$ cat src/rtl/bcd_count_ctrl.sv
`timescale 1ns/1ps
`default_nettype none
// ============================================================================
// bcd_count_ctrl : start/stop/clear controlled cascaded BCD counter with a
// loadable terminal limit. Optional macro BCD_CTRL_WRAP_EN: wrap on terminal.
// Revision: 1.0
// ============================================================================
module bcd_count_ctrl #(
    parameter int DIGITS = 4
) (
    input  logic                  clk,
    input  logic                  rst,
    input  logic                  start,
    input  logic                  stop,
    input  logic                  clear,
    input  logic                  tick,
    input  logic                  load_valid,
    input  logic [4*DIGITS-1:0]   load_value,
    output logic                  load_ready,
    output logic [4*DIGITS-1:0]   count,
    output logic [1:0]            state,
    output logic                  busy,
    output logic                  done
);

    typedef enum logic [1:0] {
        IDLE  = 2'b00,
        RUN   = 2'b01,
        PAUSE = 2'b10,
        DONE  = 2'b11
    } state_t;

    localparam logic [4*DIGITS-1:0] ALL_NINES = {DIGITS{4'h9}};

    state_t                cur_state;
    logic [4*DIGITS-1:0]   count_reg;
    logic [4*DIGITS-1:0]   limit;
    logic                  done_reg;
    logic [4*DIGITS-1:0]   load_sat;
    logic [4*DIGITS-1:0]   count_inc;
    logic                  carry;
    logic [3:0]            digit;

    // Out-of-range nibbles are clamped to 9 so the limit is always valid BCD.
    genvar gi;
    generate
        for (gi = 0; gi < DIGITS; gi++) begin : g_sat
            assign load_sat[4*gi +: 4] = (load_value[4*gi +: 4] > 4'd9) ? 4'd9
                                                                       : load_value[4*gi +: 4];
        end
    endgenerate

    always_comb begin
        count_inc = '0;
        carry     = 1'b1;
        digit     = 4'd0;
        for (int i = 0; i < DIGITS; i++) begin
            digit = count_reg[4*i +: 4];
            if (carry) begin
                count_inc[4*i +: 4] = (digit == 4'd9) ? 4'd0 : digit + 4'd1;
            end else begin
                count_inc[4*i +: 4] = digit;
            end
            carry = carry & (digit == 4'd9);
        end
    end

    assign load_ready = (cur_state == IDLE) || (cur_state == DONE);
    assign busy       = (cur_state == RUN)  || (cur_state == PAUSE);
    assign state      = cur_state;
    assign count      = count_reg;
    assign done       = done_reg;

    // The if/else chain encodes command priority: clear, load, stop, start, tick.
    // A raised stop always suppresses start, even where stop itself does nothing.
    always_ff @(posedge clk or negedge rst) begin
        if (!rst) begin
            cur_state <= IDLE;
            count_reg <= '0;
            limit     <= ALL_NINES;
            done_reg  <= 1'b0;
        end else begin
            done_reg <= 1'b0;
            if (clear) begin
                cur_state <= IDLE;
                count_reg <= '0;
            end else if (load_valid && load_ready) begin
                limit <= load_sat;
            end else if (stop) begin
                if (cur_state == RUN) begin
                    cur_state <= PAUSE;
                end
            end else if (start && (cur_state != RUN)) begin
                if (cur_state != PAUSE) begin
                    count_reg <= '0;
                end
                cur_state <= RUN;
            end else if (tick && (cur_state == RUN)) begin
                if (count_reg == limit) begin
                    done_reg <= 1'b1;
`ifdef BCD_CTRL_WRAP_EN
                    count_reg <= '0;
`else
                    cur_state <= DONE;
`endif
                end else begin
                    count_reg <= count_inc;
                end
            end
        end
    end

endmodule
`default_nettype wire

$ cat config.mk
export PLATFORM = sky130hd
export DESIGN_NAME = bcd_count_ctrl
export DESIGN_NICKNAME = d
export VERILOG_FILES = /design/src/rtl/bcd_count_ctrl.sv
export SDC_FILE = /design/constraint.sdc
export NUM_CORES = 1
export LEC_CHECK = 0
export CORE_AREA = 2 2 97 99
export CTS_BUF_LIST = sky130_fd_sc_hd__clkbuf_2
export CTS_CLUSTER_SIZE = 8
export DETAILED_ROUTE_END_ITERATION = 16
export DIE_AREA = 0 0 99 101
export HOLD_SLACK_MARGIN = 0.12
export SETUP_SLACK_MARGIN = 0.15
export SLEW_MARGIN = 30
export SYNTH_ARGS = -nofsm -noshare
export SYNTH_HDL_FRONTEND = slang
export SYNTH_SLANG_ARGS = --single-unit
$ cat constraint.sdc
create_clock -name clk -period 2.5 [get_ports clk]
set_input_delay 0.25 -clock clk [delete_from_list [all_inputs] [get_ports clk]]
set_output_delay 0.25 -clock clk [all_outputs]
set_load 0.005 [all_outputs]
## Word-level counts from Yosys, hierarchy flattened

Index checks and enable logic that the tools add are counted.

| storage, ports and cells | value |
|---|---|
| input bits | 23 |
| output and inout bits | 21 |
| register bits | 35 |
| logic and storage cells | 82 |

| operators by class | value |
|---|---|
| reduce and logical (&&, ||, !) cells | 18 |
| $lt $le $gt $ge | 4 |
| bitwise logic cells | 3 |
| add/subtract/negate cells | 4 |
| multiplexer cells | 31 |
| eq/ne operators | 15 |

Operators by type and width:

| operator | count |
|---|---|
| $mux W16 | 7 |
| $mux W4 | 11 |
| $reduce_and A6 Y1 | 3 |
| $add A4 B1 Y4 const B | 4 |
| $eq A16 B16 Y1 | 1 |
| $eq A4 B4 Y1 const B | 4 |
| $gt A4 B4 Y1 const B | 4 |
| $mux W2 | 7 |
| $reduce_bool A3 Y1 | 4 |
| $reduce_bool A4 Y1 | 2 |
| $mux W1 | 6 |
| $reduce_and A5 Y1 | 1 |
| $eq A2 B2 Y1 const B | 2 |
| $ne A2 B1 Y1 const B | 2 |
| $ne A2 B2 Y1 const B | 2 |
| $reduce_and A4 Y1 | 1 |
| $logic_and A1 B1 Y1 | 3 |
| $ne A3 B1 Y1 const B | 1 |
| $ne A3 B2 Y1 const B | 1 |
| $ne A3 B3 Y1 const B | 1 |
| $and A1 B1 Y1 | 2 |
| $eq A2 B1 Y1 const B | 1 |
| $logic_not A2 Y1 | 1 |
| $logic_or A1 B1 Y1 | 2 |
| 2 further kinds | 2 |

## Longest topological paths before layout

Gate-level depths: netlist of the first run.

| logic depth | value |
|---|---|
| depth after elaboration | 10 |
| depth in mapped cells | 9 |
| mapped depth without buffers | 7 |

## Worst setup path after synthesis of the first run

No wires, ideal clock.

| timing path | value |
|---|---|
| path kind | register to register |
| start point | register cur_state[0], in the netlist state[0] |
| end point | register count_reg[13], in the netlist count[13] |
| period minus slack after synthesis | 2.123 ns |
| library setup time | 0.128 ns |
| data required time | 2.372 ns |
| slack | 0.377 ns |
| cell stages (with the launch flop) | 8 |
| data arrival time | 1.996 ns |
| buffers on the path | 0 |
| cell sequence | dfrtp_1 -> inv_1 -> ha_1 -> a21oi_1 -> o22ai_1 -> nor3_4 -> o211ai_2 -> mux2_1 |

| between the ends | value |
|---|---|
| elaborated cells between the ends (all ways) | 19 |
| classes of those cells | eq/ne: 7; mux: 4; reduce/logical: 8 |

RTL lines:

| item | line | source |
|---|---|---|
| start: declaration | 35 | `state_t cur_state;` |
| start signal: assignment | 78 | `cur_state <= IDLE;` |
| start signal: assignment | 85 | `cur_state <= IDLE;` |
| start signal: assignment | 91 | `cur_state <= PAUSE;` |
| $eq A2 B2 Y1 / $logic_not A2 Y1 (equally long branches) | 68 | `assign load_ready = (cur_state == IDLE) \|\| (cur_state == DONE);` |
| $logic_or A1 B1 Y1 * | 68 |  |
| net load_ready | 19 | `output logic load_ready,` |
| $logic_and A1 B1 Y1 * | 87 | `end else if (load_valid && load_ready) begin` |
| $ne A2 B2 Y1 (no line) * | -- |  |
| $reduce_and A6 Y1 (no line) * | -- |  |
| end signal: assignment | 107 | `count_reg <= count_inc;` |
| end: declaration | 36 | `logic [4*DIGITS-1:0] count_reg;` |

The timed path passes the listed nets; every way through them passes the cells marked *. The select of a mux whose other input is x is not followed.
A chain may end at the register's enable or synchronous reset.

## Final worst setup path of the first run

| timing path | value |
|---|---|
| start point | register cur_state[0], in the netlist state[0] |
| end point | register count_reg[13], in the netlist count[13] |

| between the ends | value |
|---|---|
| longest elaborated chain between the ends | 6 |
| elaborated cells between the ends (all ways) | 19 |
| classes of those cells | eq/ne: 7; mux: 4; reduce/logical: 8 |

Ends and longest elaborated chain:

| item | line | source |
|---|---|---|
| $ne A2 B1 Y1 | 93 | `end else if (start && (cur_state != RUN)) begin` |
| $logic_and A1 B1 Y1 | 93 |  |
| $mux W16 | 93 |  |
| $mux W16 | 89 | `end else if (stop) begin` |
| $mux W16 | 87 |  |
| $mux W16 | 84 | `if (clear) begin` |

Parallel ways exist; a longest one is shown, timed or not. The select of a mux whose other input is x is not followed.

==> results.yml, run 1 <==
outcome:
  status: "finished clean"
synthesis:
  syn-instance-count: 228
  number_of_flops_mapped_to_enable_cells_by_yosys: 0
  asyncSetResetFlopFracSynth: 1.000
  mappedNetlistNets: 261
  synth_ff_type: "sky130_fd_sc_hd__dfrtp_1"
  synth.yosys.warnings: 0
  unique_cell_type_count_in_the_yosys_netlist: 56
  synth_sequential_area_ratio: 0.4055
  postSynthRegisterBits: 35
  syn-mean-instance-area_sq_um: 9.582
  post_synth_instance_area_sq_um: 2185
finish:
  area.sequential_sq_um: 887.1
  area.growth.synth_to_final_pct: 30.13
  antenna_cells_inserted: 0
  mostFrequentLayoutCell: "sky130_fd_sc_hd__clkdlybuf4s50_1"
  final_cell_count_no_fill: 393
  fillerInstances: 934
  multi_input_area_sq_um: 1229
  final_cell_mix: "43 x sky130_fd_sc_hd__clkdlybuf4s50_1, 26 x sky130_fd_sc_hd__dfrtp_1, 25 x sky130_fd_sc_hd__nand2_1, 21 x sky130_fd_sc_hd__o21ai_0, 16 x sky130_fd_sc_hd__xor2_1"
  design.final.nets: 314
  fraction_of_final_layout_cells_sized_beyond_drive_strength_1: 0.1631
floorplanning:
  die_h_um: 101
  starting_density: 0.2433
  core_region_area_sq_um: 8977
  die_w_um: 99
  io_pins: 44
  core.rowCount: 35
  floorplan_die_area_sq_um: 9999
worst_setup_path:
  worstSetupEndpointType: "flip-flop"
  path_buf_inv: 2
  timing.critical_path.arrival_ns: 2.53
  worst_setup_path_start_kind: "flip-flop"
  critical_path_peak_fanout: 7
  crit_path_top_delay_cell: "sky130_fd_sc_hd__dfrtp_2"
  worstPathRequired_ns: 2.80
  critPathTopFamily: "compound AO/OA/AOI/OAI gates"
  worstSetupPathType: "reg2reg"
  worst_path_largest_cell_delay_ns: 0.43
  path_cells: "inv_1 > ha_1 > a21oi_2 > o22ai_1 > buf_4 > nor3_4 > o211ai_2 > mux2_1"
route:
  routed_vias_inst: 4.720
  drt-pass1-iter-count: 4
  num_vias: 1855
  drt_drc_violations_left: 0
  finalWirelength_mm: 5.408
  wire_per_inst_um: 13.76
  dr.first_iter.drc_count: 139
  ant_nets: 0
global_routing:
  groute.usage.overall: 0.1119
  number_of_antenna_violations_at_the_first_check_in_global_routing: 0
  grt_max_degree: 36
  grt_overflow_total: 0
  grt_first_pass_wirelength_mm: 8.811
  grt_pass1_vias: 1746
clock_tree:
  cts_sinks: 35
  worst_skew_pair.late_latency_ns: 0.40
  clock_tree.root_cell: "sky130_fd_sc_hd__clkbuf_2"
  clk_transition_reported_paths_ns: 0.20
  cts_tree: "yes"
  clk_path_buf_depth: 2
  cts_inserted_buffers: 5
  cts.htree.levels: 2
  cts_hold_buf: 0
sta:
  setup_viol: 0
  max_freq_mhz: 448.6
  finalSetupTns_ns: 0
  relSlewSlack: 0.6902
  timing_max_transition_violations_final: 0
  worst_slew_pin_slew_ns: 0.4648
  final.period_utilization: 0.8917
  clock_skew_ns: 0.01471
  holdWs_ns: 0.2350
  final-hold-violation-count: 0
  rsz_0062_raised_after_global_routing: "false"
  final.min_clock_period_ns: 2.229
placed_design:
  global_placer_s_final_weighted_congestion: 0.8713
  placed_cells: 383
  place.detailed.hpwl_mm: 4.019
  placement.io_buffers: 43
power:
  power_density_of_the_placed_cells_nw_per_um2: 552.6
  leakagePower_nw: 1.238
  vdd_drop_max_uv: 191.9
job:
  maxCapViolations: 0
hold_path:
  min-delay-path-class: "in2async"
## repair_timing
item	in CTS	in global routing
endpoints found under the hold margin	0	0
gates resized for setup	0	4
setup buffers	0	2
endpoints found under the setup margin	0	6
## through the flow
stage                     total power [W]  area, sq um  setup WS [ns]    util
after CTS                        0.001591         2815         0.2119  0.3136
after global placement           0.001293         2770         0.3232  0.3086
after floorplan                  0.001059         2185         0.3765       -
after global routing             0.001697         2843         0.1259  0.3167
final                            0.001571         2843         0.2707  0.3167
after detailed placement         0.001304         2770         0.2736  0.3086
## power breakdown
group          internal, W  total [W]  switching, W
clock            0.0000670   0.000276      0.000209
sequential        0.000680   0.000799      0.000120
combinational     0.000277   0.000496      0.000218
total              0.00102    0.00157      0.000547
## final timing paths
path,start,to,slack [ns],cells past startpoint
max,state[0]$_DFFE_PN0P_,count[13]$_DFFE_PN0P_,0.27,8
min,rst,limit[13]$_DFFE_PN0P_,0.23,2
max reg2reg,state[0]$_DFFE_PN0P_,count[13]$_DFFE_PN0P_,0.27,8
min reg2reg,limit[12]$_DFFE_PN1P_,limit[12]$_DFFE_PN1P_,0.51,2
max in group asynchronous,rst,limit[3]$_DFFE_PN1P_,1.91,2
min in group clk,load_value[4],limit[4]$_DFFE_PN1P_,0.40,3
## kinds of logic after synthesis
| group | after synthesis | synth area share |
|---|---|---|
| AO/OA/AOI/OAI | 51 | 0.1604 |
| XOR/XNOR | 16 | 0.06414 |
| adder cells (fa/ha/maj) | 10 | 0.05727 |
| buffers and inverters | 16 | 0.03723 |
| flip-flops | 35 | 0.4055 |
| multiplexers | 10 | 0.05098 |
| AND/OR/NAND/NOR | 90 | 0.2245 |
## per-layer routing
| metal | track usage | vias to the layer above | routed length [um] | part of all wire |
|---|---|---|---|---|
| met1 | 0.1548 | 871 | 2595 | 0.48 |
| met3 | 0.02635 | 6 | 283 | 0.052 |
| li1 | - | 924 | - | - |
| met4 | 0.03477 | 0 | 65 | 0.012 |
| met5 | 0 | - | 0 | 0 |
| met2 | 0.1731 | 54 | 2463 | 0.46 |
## synthesized netlist by cell type (7+ instances only)
library cell | n | share of area
sky130_fd_sc_hd__dfrtp_1 | 27 | 0.31
sky130_fd_sc_hd__ha_1 | 10 | 0.057
sky130_fd_sc_hd__nand2_1 | 25 | 0.043
sky130_fd_sc_hd__mux2_2 | 8 | 0.041
sky130_fd_sc_hd__o21ai_0 | 21 | 0.048
sky130_fd_sc_hd__nand2b_1 | 10 | 0.029
sky130_fd_sc_hd__xor2_1 | 16 | 0.064
sky130_fd_sc_hd__dfstp_2 | 8 | 0.096
sky130_fd_sc_hd__nand3_1 | 8 | 0.018
sky130_fd_sc_hd__inv_1 | 7 | 0.012
sky130_fd_sc_hd__nor2_1 | 15 | 0.026
## cell type report
| cell class | instances | area share |
|---|---|---|
| clock buffer | 5 | 0.008803 |
| clock inverter | 3 | 0.007042 |
| inverter | 8 | 0.01056 |
| multi-input combinational | 177 | 0.4322 |
| sequential | 35 | 0.3121 |
| tap | 111 | 0.04886 |
| timing repair buffer | 54 | 0.1805 |
(Power assumes the default switching activity.)
==> run 2: changes to the inputs <==
--- a/config.mk
+++ b/config.mk
@@ -7,2 +7,4 @@
 export LEC_CHECK = 0
+export CELL_PAD_IN_SITES_DETAIL_PLACEMENT = 0
+export CELL_PAD_IN_SITES_GLOBAL_PLACEMENT = 1
 export CORE_AREA = 2 2 97 99
@@ -13,2 +15,3 @@
 export HOLD_SLACK_MARGIN = 0.12
+export PLACE_DENSITY_LB_ADDON = 0.1
 export SETUP_SLACK_MARGIN = 0.15
@@ -18 +21,2 @@
 export SYNTH_SLANG_ARGS = --single-unit
+export TNS_END_PERCENT = 50
--- a/constraint.sdc
+++ b/constraint.sdc
@@ -3,2 +3,2 @@
 set_output_delay 0.25 -clock clk [all_outputs]
-set_load 0.005 [all_outputs]
+set_load 0.1 [all_outputs]
==> run 2 against run 1 <==
Net effect: sequential share of layout area is 0.49 points higher; worst hold slack better by 0.011 ns; via count is 1.7% lower; die area stayed put; final area is 0.40% higher; critical path depth is 1 lower; total power is 21% higher; global-route usage is 0.89 points higher; critical path type unchanged; routed wire length is 6.7% higher; register-to-register slack better by 0.05 ns; non-clock buffer count is 4 higher; core utilization is 0.13 points higher.
==> results.yml, run 2 (synthesis gave the netlist of run 1 again) <==
outcome:
  status: "finished clean"
route:
  dr.first_iter.drc_count: 73
  ant_nets: 0
  routed_vias_inst: 4.592
  drt_drc_violations_left: 0
  num_vias: 1823
  drt-pass1-iter-count: 4
  wire_per_inst_um: 14.53
  finalWirelength_mm: 5.769
sta:
  holdWs_ns: 0.2459
  clock_skew_ns: 0.03267
  rsz_0062_raised_after_global_routing: "false"
  max_freq_mhz: 459.6
  worst_slew_pin_slew_ns: 0.4862
  setup_viol: 0
  final.min_clock_period_ns: 2.176
  final-hold-violation-count: 0
  timing_max_transition_violations_final: 0
  relSlewSlack: 0.6724
  finalSetupTns_ns: 0
  final.period_utilization: 0.8703
global_routing:
  grt_overflow_total: 0
  grt_pass1_vias: 1830
  number_of_antenna_violations_at_the_first_check_in_global_routing: 0
  grt_max_degree: 36
  groute.usage.overall: 0.1208
  grt_first_pass_wirelength_mm: 9.453
finish:
  area.growth.synth_to_final_pct: 30.64
  antenna_cells_inserted: 0
  final_cell_mix: "36 x sky130_fd_sc_hd__buf_4, 25 x sky130_fd_sc_hd__nand2_1, 22 x sky130_fd_sc_hd__clkdlybuf4s50_1, 21 x sky130_fd_sc_hd__o21ai_0"
  final_cell_count_no_fill: 397
  mostFrequentLayoutCell: "sky130_fd_sc_hd__buf_4"
  design.final.nets: 318
  fraction_of_final_layout_cells_sized_beyond_drive_strength_1: 0.2937
worst_setup_path:
  worstSetupEndpointType: "flip-flop"
  worst_path_largest_cell_delay_ns: 0.53
  worstPathRequired_ns: 2.81
  worst_setup_path_start_kind: "flip-flop"
  r2r_setup_slack_ns: 0.32
  critical_path_peak_fanout: 7
  crit_path_top_delay_cell: "sky130_fd_sc_hd__dfrtp_4"
  path_cells: "inv_1 > ha_4 > a21oi_2 > o22ai_2 > nor3_4 > o211ai_2 > mux2_1"
  timing.critical_path.arrival_ns: 2.49
  worstSetupPathType: "reg2reg"
clock_tree:
  cts.htree.levels: 2
  cts.repair.resized: 0
  clk_path_buf_depth: 2
  worst_skew_pair.late_latency_ns: 0.40
  cts_tree: "yes"
  cts_inserted_buffers: 5
  cts_sinks: 35
  post-cts-setup-buffer-count: 0
  clk_transition_reported_paths_ns: 0.21
  cts_hold_buf: 0
  clock_tree.root_cell: "sky130_fd_sc_hd__clkbuf_2"
hold_path:
  min-delay-path-class: "in2async"
power:
  leakagePower_nw: 1.286
  power_density_of_the_placed_cells_nw_per_um2: 667.4
  vdd_drop_max_uv: 192.2
floorplanning:
  die_h_um: 101
  io_pins: 44
  floorplan_die_area_sq_um: 9999
  core_region_area_sq_um: 8977
  die_w_um: 99
  starting_density: 0.2433
  core.rowCount: 35
placed_design:
  place.detailed.hpwl_mm: 4.387
  global_placer_s_final_weighted_congestion: 0.7410
  placed_cells: 389
  placement.io_buffers: 43
job:
  maxCapViolations: 0
run 2: final timing paths:
check | startpoint | end | cells after the start
setup / recovery | state[0]$_DFFE_PN0P_ | count[13]$_DFFE_PN0P_ | 7
hold / removal | rst | count[3]$_DFFE_PN0P_ | 2
setup reg to reg | state[0]$_DFFE_PN0P_ | count[13]$_DFFE_PN0P_ | 7
hold reg to reg | limit[0]$_DFFE_PN1P_ | limit[0]$_DFFE_PN1P_ | 2
max in group asynchronous | rst | count[0]$_DFFE_PN0P_ | 2
min in group clk | load_value[8] | limit[8]$_DFFE_PN1P_ | 3
run 2: report_power, final:
group	internal, W	total (W)	switching (W)
Sequential	0.000685	0.000797	0.000112
Combinational	0.000269	0.000824	0.000555
Clock	0.0000713	0.000284	0.000212
Total	0.00103	0.00190	0.000879
run 2: worst max-delay path: cells and delay by family (launching register included):
kind,cells,cell delay [ns]
buf+inv,1,0.13
flops,1,0.53
mux,1,0.33
fa+ha+maj,1,0.24
simple gates,1,0.31
compound gates,3,0.55
run 2: final cells by class:
type                            count  area, sq um
Clock inverter                      2        12.51
Timing Repair Buffer               58        490.5
Inverter                            8        30.03
Multi-Input combinational cell    177         1247
Clock buffer                        6        30.03
Sequential cell                    35        904.6
Fill cell                         956         6123
Tap cell                          111        138.9
run 2: metal layers:
metal  part of all wire  GRT usage
met5                  0          0
met4              0.015    0.03793
met3              0.034    0.02705
met2               0.47     0.1954
met1               0.49     0.1608
run 2: through the flow:
stage / utilization / worst slack (ns) / total power, W / cell area, sq um
after floorplan: - / 0.1536 / 0.001398 / 2226
after global placement: 0.3123 / 0.2216 / 0.001649 / 2804
after CTS: 0.3171 / 0.1646 / 0.001944 / 2846
after global routing: 0.3179 / 0.1686 / 0.002035 / 2854
final: 0.3179 / 0.3243 / 0.001905 / 2854
after detailed placement: 0.3123 / 0.1685 / 0.001646 / 2804
==> run 3: changes to the inputs <==
Settings changed: CORE_AREA 2 2 97 99 to 2 2 76 78, DIE_AREA 0 0 99 101 to 0 0 78 80, SKIP_CTS_REPAIR_TIMING from default to 1.
==> run 3 against run 2 <==
Net effect: via count barely moved; final area fell by 3.8%; clock power fell by 4%; critical path type unchanged; largest cell class unchanged.
==> results.yml, run 3 (synthesis gave the netlist of run 1 again) <==
hold_path:
  min-delay-path-class: "in2async"
sta:
  relSlewSlack: 0.7039
  clock_skew_ns: 0.02758
  worst_slew_pin_slew_ns: 0.4396
  final.min_clock_period_ns: 2.223
  final.setup.worst_slack_ns: 0.2773
  final-hold-violation-count: 0
  finalSetupTns_ns: 0
  timing_max_transition_violations_final: 0
  final.period_utilization: 0.8891
  max_freq_mhz: 449.9
  rsz_0062_raised_after_global_routing: "false"
  setup_viol: 0
power:
  cell_internal_pwr_w: 0.001018
  clock_power_share: 0.146
  vdd_drop_max_uv: 406.8
  leakagePower_nw: 1.249
  power.net_switching_w: 0.0008632
  power_density_of_the_placed_cells_nw_per_um2: 685.3
  switching_power_as_a_share_of_total_power: 0.4588
  seqPwrFrac: 0.425
  comb_power_share: 0.429
global_routing:
  grt_first_pass_wirelength_mm: 8.431
  number_of_antenna_violations_at_the_first_check_in_global_routing: 0
  grt_max_degree: 36
  groute.usage.overall: 0.1746
  grt_overflow_total: 0
  grt_pass1_vias: 1707
placed_design:
  dp_worst_setup_slack_ns: 0.2659
  global_placer_s_final_weighted_congestion: 0.8071
  detailed_place.area_sq_um: 2703
  placement.io_buffers: 43
  place.detailed.hpwl_mm: 3.699
worst_setup_path:
  critical_path_peak_fanout: 7
  worst_setup_path_start_kind: "flip-flop"
  worstSetupPathType: "reg2reg"
  worstSetupEndpointType: "flip-flop"
  worstPathRequired_ns: 2.80
  timing.critical_path.arrival_ns: 2.53
route:
  drt-pass1-iter-count: 4
  wire_per_inst_um: 14.29
  num_vias: 1822
  drt_drc_violations_left: 0
  dr.first_iter.drc_count: 101
  ant_nets: 0
  routed_vias_inst: 5.191
  finalWirelength_mm: 5.015
clock_tree:
  clk_transition_reported_paths_ns: 0.21
  cts.htree.levels: 2
  worst_skew_pair.late_latency_ns: 0.39
  cts_tree: "yes"
  clock_tree.root_cell: "sky130_fd_sc_hd__clkbuf_2"
  clk_path_buf_depth: 2
  cts_inserted_buffers: 5
  cts_sinks: 35
finish:
  area.growth.synth_to_final_pct: 25.66
  final_area_sq_um: 2745
  mostFrequentLayoutCell: "sky130_fd_sc_hd__buf_4"
  antenna_cells_inserted: 0
  design.final.nets: 311
  fillerInstances: 525
  area.sequential_sq_um: 904.6
  multi_input_area_sq_um: 1240
  fin_util: 0.5079
  fraction_of_final_layout_cells_sized_beyond_drive_strength_1: 0.2724
  final_cell_mix: "29 x sky130_fd_sc_hd__buf_4, 25 x sky130_fd_sc_hd__nand2_1, 22 x sky130_fd_sc_hd__clkdlybuf4s50_1, 20 x sky130_fd_sc_hd__o21ai_0"
floorplanning:
  core_region_area_sq_um: 5405
  io_pins: 44
  core.rowCount: 27
  floorplan_die_area_sq_um: 6240
  die_h_um: 80
  die_w_um: 78
  starting_density: 0.4042
job:
  maxCapViolations: 0
outcome:
  status: "finished clean"
[run 3: power groups by stage]
| stage | combinational (W) | sequential, W | clock [W] |
|---|---|---|---|
| final | 0.000808 | 0.000799 | 0.000274 |
| after floorplan | 0.000323 | 0.00108 | 0 |
| after CTS | 0.000818 | 0.000801 | 0.000293 |
| after global placement | 0.000812 | 0.000810 | 0 |
| after global routing | 0.000876 | 0.000819 | 0.000318 |
| after detailed placement | 0.000814 | 0.000813 | 0 |
[run 3: cell type report]
| class | count | area share |
|---|---|---|
| timing repair buffer | 51 | 0.1595 |
| clock buffer | 6 | 0.01094 |
| inverter | 8 | 0.01094 |
| tap | 72 | 0.03282 |
| clock inverter | 2 | 0.004558 |
| multi-input combinational | 177 | 0.4517 |
| sequential | 35 | 0.3295 |
[run 3: worst paths after layout]
path | slack [ns] | end | depth (start not counted) | from
min | 0.25 | count[3]$_DFFE_PN0P_ | 2 | rst
min in group clk | 0.42 | limit[4]$_DFFE_PN1P_ | 3 | load_value[4]
min reg2reg | 0.50 | limit[0]$_DFFE_PN1P_ | 2 | limit[0]$_DFFE_PN1P_
max reg2reg | 0.28 | count[13]$_DFFE_PN0P_ | 6 | state[0]$_DFFE_PN0P_
max | 0.28 | count[13]$_DFFE_PN0P_ | 6 | state[0]$_DFFE_PN0P_
max in group asynchronous | 1.89 | limit[0]$_DFFE_PN1P_ | 2 | rst
[run 3: through the flow]
stage,instances,hold slack (ns),power [W]
6_report,351,0.2468,0.001881
5_1_grt,351,0.2347,0.002014
4_1_cts,351,0.2347,0.001913
3_5_place_dp,343,0.4836,0.001628
3_3_place_gp,343,0.4761,0.001622
2_1_floorplan,228,-0.04559,0.001398
[run 3: critical path, cell delays in order (launching register included)]
cell                       delay [ns]
sky130_fd_sc_hd__dfrtp_4         0.53
sky130_fd_sc_hd__ha_1            0.27
sky130_fd_sc_hd__nand2b_1        0.25
sky130_fd_sc_hd__and3_1          0.26
sky130_fd_sc_hd__nor3_4          0.33
sky130_fd_sc_hd__o211ai_2        0.17
sky130_fd_sc_hd__mux2_1          0.34
[run 3: metal layers]
layer | share of wire | wire, um | vias up | global-route usage
met3 | 0.034 | 173 | 2 | 0.03054
met5 | 0 | 0 | - | 0
li1 | - | - | 920 | -
met1 | 0.49 | 2444 | 852 | 0.2459
met2 | 0.47 | 2368 | 48 | 0.2690
met4 | 0.0058 | 29 | 0 | 0.06491
